--- src/rtl/debug_tx_arbiter.sv ---
// Round-robin arbiter sharing one debug TX byte stream among 2**IDW requesters.
// Grants a requester for a whole message, optionally prefixes a channel tag byte.

module debug_tx_arbiter_lane #(
  parameter int IDW  = 2,
  parameter int LANE = 0
) (
  input  logic           data_st_i,
  input  logic [IDW-1:0] gnt_i,
  input  logic           tx_rdy_i,
  output logic           req_rdy_o
);
  assign req_rdy_o = data_st_i && (gnt_i == IDW'(LANE)) && tx_rdy_i;
endmodule

module debug_tx_arbiter #(
  parameter int         IDW          = 2,
  parameter int         MAX_BURST    = 64,
  parameter int         IDLE_TIMEOUT = 16,
  parameter bit         TAG_EN       = 1'b1,
  parameter logic [7:0] EOL          = 8'h0A
) (
  input  logic                 clk,
  input  logic                 rst,
  input  logic [2**IDW-1:0]    req_vld,
  input  logic [8*2**IDW-1:0]  req_dat,
  output logic [2**IDW-1:0]    req_rdy,
  output logic                 tx_vld,
  output logic [7:0]           tx_dat,
  input  logic                 tx_rdy,
  output logic                 busy,
  output logic [IDW-1:0]       grant_id
);
  localparam int N = 2**IDW;

  typedef enum logic [1:0] {S_IDLE, S_TAG, S_DATA} state_t;

  state_t           state_q;
  logic [IDW-1:0]   ptr_q, gid_q;
  logic [7:0]       byte_cnt_q, idle_cnt_q;
  logic [7:0]       byte_cnt_d, idle_cnt_d;

  logic [N-1:0][7:0] dat_a;
  logic              sel_vld;
  logic [7:0]        sel_dat;
  logic              data_st, xfer, rel_xfer, rel_idle;
  logic              pick_vld;
  logic [IDW-1:0]    pick_id, idx;

  assign dat_a   = req_dat;
  assign sel_vld = req_vld[gid_q];
  assign sel_dat = dat_a[gid_q];
  assign data_st = (state_q == S_DATA);

  // Search ptr+1 .. ptr+N; iterating downward lets the nearest hit win.
  always_comb begin
    pick_vld = 1'b0;
    pick_id  = ptr_q;
    idx      = ptr_q;
    for (int k = N; k >= 1; k--) begin
      idx = ptr_q + IDW'(k);
      if (req_vld[idx]) begin
        pick_vld = 1'b1;
        pick_id  = idx;
      end
    end
  end

  always_comb begin
    tx_vld = 1'b0;
    tx_dat = 8'h00;
    case (state_q)
      S_TAG: begin
        tx_vld = 1'b1;
        tx_dat = 8'h80 | 8'(gid_q);
      end
      S_DATA: begin
        tx_vld = sel_vld;
        tx_dat = sel_dat;
      end
      default: ;
    endcase
  end

  assign xfer       = tx_vld && tx_rdy;
  assign byte_cnt_d = byte_cnt_q + 8'd1;
  assign idle_cnt_d = idle_cnt_q + 8'd1;
  assign rel_xfer   = data_st && xfer && ((sel_dat == EOL) || (byte_cnt_d == 8'(MAX_BURST)));
  assign rel_idle   = data_st && !sel_vld && (idle_cnt_d == 8'(IDLE_TIMEOUT));

  for (genvar i = 0; i < N; i++) begin : g_lane
    debug_tx_arbiter_lane #(.IDW(IDW), .LANE(i)) u_lane (
      .data_st_i (data_st),
      .gnt_i     (gid_q),
      .tx_rdy_i  (tx_rdy),
      .req_rdy_o (req_rdy[i])
    );
  end

  always_ff @(posedge clk or posedge rst) begin
    if (rst) begin
      state_q    <= S_IDLE;
      ptr_q      <= IDW'(N - 1);
      gid_q      <= '0;
      byte_cnt_q <= 8'd0;
      idle_cnt_q <= 8'd0;
    end else begin
      case (state_q)
        S_IDLE: begin
          if (pick_vld) begin
            gid_q      <= pick_id;
            byte_cnt_q <= 8'd0;
            idle_cnt_q <= 8'd0;
            state_q    <= TAG_EN ? S_TAG : S_DATA;
          end
        end
        S_TAG: begin
          if (tx_rdy) state_q <= S_DATA;
        end
        S_DATA: begin
          if (xfer) byte_cnt_q <= byte_cnt_d;
          idle_cnt_q <= sel_vld ? 8'd0 : idle_cnt_d;
          if (rel_xfer || rel_idle) begin
            state_q <= S_IDLE;
            ptr_q   <= gid_q;
          end
        end
        default: state_q <= S_IDLE;
      endcase
    end
  end

  assign busy     = (state_q != S_IDLE);
  assign grant_id = gid_q;
endmodule

--- config.mk ---
export PLATFORM = sky130hd
export DESIGN_NAME = debug_tx_arbiter
export DESIGN_NICKNAME = d
export VERILOG_FILES = /design/src/rtl/debug_tx_arbiter.sv
export SDC_FILE = /design/constraint.sdc
export NUM_CORES = 1
export LEC_CHECK = 0
export CAP_MARGIN = 20
export CELL_PAD_IN_SITES_DETAIL_PLACEMENT = 1
export CELL_PAD_IN_SITES_GLOBAL_PLACEMENT = 2
export CORE_MARGIN = 2
export CORE_UTILIZATION = 30
export CTS_CLUSTER_DIAMETER = 120
export DETAILED_ROUTE_END_ITERATION = 8
export PLACE_DENSITY_LB_ADDON = 0.05
export SYNTH_ARGS = -nofsm -noshare
export SYNTH_HDL_FRONTEND = slang
export SYNTH_HIERARCHICAL = 1
export SYNTH_SLANG_ARGS = --single-unit
--- constraint.sdc ---
create_clock -name clk -period 3.8 [get_ports clk]
set_input_delay 0.57 -clock clk [delete_from_list [all_inputs] [get_ports clk]]
set_output_delay 0.57 -clock clk [all_outputs]
set_load 0.05 [all_outputs]
==> impl_metrics.json <==
{
  "run_status": "complete, no violations",
  "hold_violations": 0,
  "core_area_sq_mm": 0.005886,
  "die_x_um": 81.69,
  "start_kind": "register",
  "first_pass_iters": 4,
  "tightest_slew_ns": 0.8805,
  "fmax_ghz": 0.2991,
  "netlist-cell-type-count": 52,
  "wirelength_um": 5192,
  "place_congestion": 0.7924,
  "final_area_sq_mm": 0.002452,
  "yosys_warnings": 6,
  "final_util_pct": 41.67,
  "start_util_pct": 30.76,
  "cts_setup_buffers": 0,
  "syn-cell-area_sq_mm": 0.001810,
  "ys.flop_type": "dfrtp_1",
  "grt_usage_pct": 17.39,
  "postCtsHoldBufs": 0,
  "synth-edff-count": 0,
  "setup_tns_ns": 0,
  "syn_inst": 194,
  "stdcell_count": 319,
  "num_rows": 28,
  "slew_headroom_pct": 41.24,
  "critPathMaxFanout": 17,
  "setup_viol": 0,
  "layout_commonest_cell": "clkdlybuf4s50_1",
  "placement.cell_area_sq_mm": 0.002407,
  "yosysSeqAreaShare_pct": 30.55,
  "grt_max_degree": 23,
  "vias": 1726,
  "io_buffer_count": 54,
  "syn2layout_area_growth_pct": 35.45,
  "dp_slack_ns": 0.6073,
  "finalPower_mw": 1.325,
  "clock_path_buffers": 2,
  "antenna_found_initial": 0,
  "ir_drop_uv": 457.1,
  "rsz0062_at_grt": "false",
  "root_buffer": "clkbuf_8",
  "cts_sinks": 22,
  "synth_seq_cells": 22,
  "pwr-share-clk_pct": 11.7,
  "end_kind": "output pin",
  "worst-endpoint-arrival_ns": 2.77,
  "nets": 291,
  "dp_hpwl_um": 4035,
  "grt_pass1_vias": 1898,
  "finalClockSkew_ns": 0.001283,
  "drive_gt1_share_pct": 9.426,
  "mostFrequentLayoutCells": "clkdlybuf4s50_1 (54), o21ai_0 (21), dfrtp_1 (20), nand2_1 (16)",
  "comb_power_share_pct": 61.7,
  "max_cap_viol_count": 0,
  "io-pin-count": 55,
  "p_per_area_mw_per_mm2": 540.2,
  "htreeDepth": 1,
  "overflow": 0,
  "path_clk_slew_ns": 0.08,
  "fin_crit_sh_pct": 88.00,
  "fin_ws_ns": 0.4561,
  "seq_power_share_pct": 26.6,
  "required_ns": 3.23,
  "cts_buffers": 3,
  "async_reset_ff_share_pct": 100.0,
  "crit_type": "register to output pin",
  "drc": 0,
  "clk_latency_ns": 0.26,
  "grt_pass1_wl_um": 8956,
  "leakage_nw": 0.9921,
  "min_path_type": "register to register",
  "dp.cells": 315,
  "worst_hold_slack_ns": 0.5594,
  "timing.reg2reg.setup_slack_ns": 1.05,
  "avgSynthCellArea_sq_um": 9.332,
  "cts_tree": "yes",
  "drt_iter0_drc": 36,
  "period_needed_ns": 3.344,
  "synth_nets": 240,
  "ant_nets": 0,
  "power_switching_mw": 0.6381,
  "wire_per_inst_um": 16.28,
  "antenna_cells": 0,
  "switching_share_pct": 48.17,
  "cts_resized": 0,
  "viasPerCell": 5.411,
  "intPower_mw": 0.6866,
  "die_h_um": 81.69,
  "finalMaxSlewViolations": 0,
  "dieArea_sq_mm": 0.006672
}
==> cells in the mapped netlist, types with 7 or more instances <==
master	number	area (sq um)
nand2_1	16	60.06
nor2b_1	10	62.56
ha_1	7	87.58
nand2b_1	7	43.79
and3_1	7	43.79
nor2_1	8	30.03
dfrtp_1	20	500.5
mux4_2	8	180.2
a21oi_1	10	50.05
o21ai_0	21	105.1
inv_1	7	26.28
==> layout make-up <==
class                           instances  area [sq um]
Clock buffer                            4         45.04
Fill cell                             690          3433
Inverter                                7         26.28
Multi-Input combinational cell        156          1186
Sequential cell                        22         553.0
Tap cell                               75         93.84
Timing Repair Buffer                   55         548.0
==> power groups by stage <==
stage | registers, mW | clock network, mW | logic [mW]
floorplan | 0.342 | 0 | 0.585
global placement | 0.353 | 0 | 0.813
detailed placement | 0.359 | 0 | 0.823
CTS | 0.355 | 0.158 | 0.828
global route | 0.367 | 0.169 | 0.888
finish | 0.353 | 0.155 | 0.817
==> state kept, by name, summed over array words and instances, names as in the netlist <==
register,count
byte_cnt_q,8
grant_id,2
idle_cnt_q,8
ptr_q,2
state_q,2
==> final timing paths <==
path / cells after the start / to / from
hold / removal: 1 / state_q[1] / state_q[1]
setup / recovery: 4 / tx_vld / grant_id[0]
setup reg to reg: 6 / byte_cnt_q[2] / grant_id[0]
max in group asynchronous: 2 / idle_cnt_q[5] / rst
min in group asynchronous: 2 / byte_cnt_q[2] / rst
hold reg to reg: 1 / state_q[1] / state_q[1]
==> critical path, cell delays in order, from the launching register on <==
cell and delay [ns]:
dfrtp_1 0.83, mux4_1 0.73, a21oi_1 0.18, nor2b_1 0.05, clkdlybuf4s50_1 0.71
==> kinds of logic (layout without fill, tap and decap cells) <==
logic type	count (synthesis)	count (layout)	share of synthesized area, %
AND/OR/NAND/NOR	77	77	24.60
AO/OA/AOI/OAI	55	55	19.90
flip-flops	22	22	30.55
buffers and inverters	16	66	3.939
multiplexers	15	15	15.20
adder cells (fa/ha/maj)	7	7	4.837
XOR/XNOR	2	2	0.9677
==> per-layer routing <==
metal,part of all wire [%],vias to the layer above,global-route usage (%)
met4,2.0,0,6.667
li1,-,833,-
met5,0,-,0
met3,4.9,8,4.286
met1,45,845,21.05
met2,49,40,29.75
Note: power is estimated with default switching activity, not from simulation.
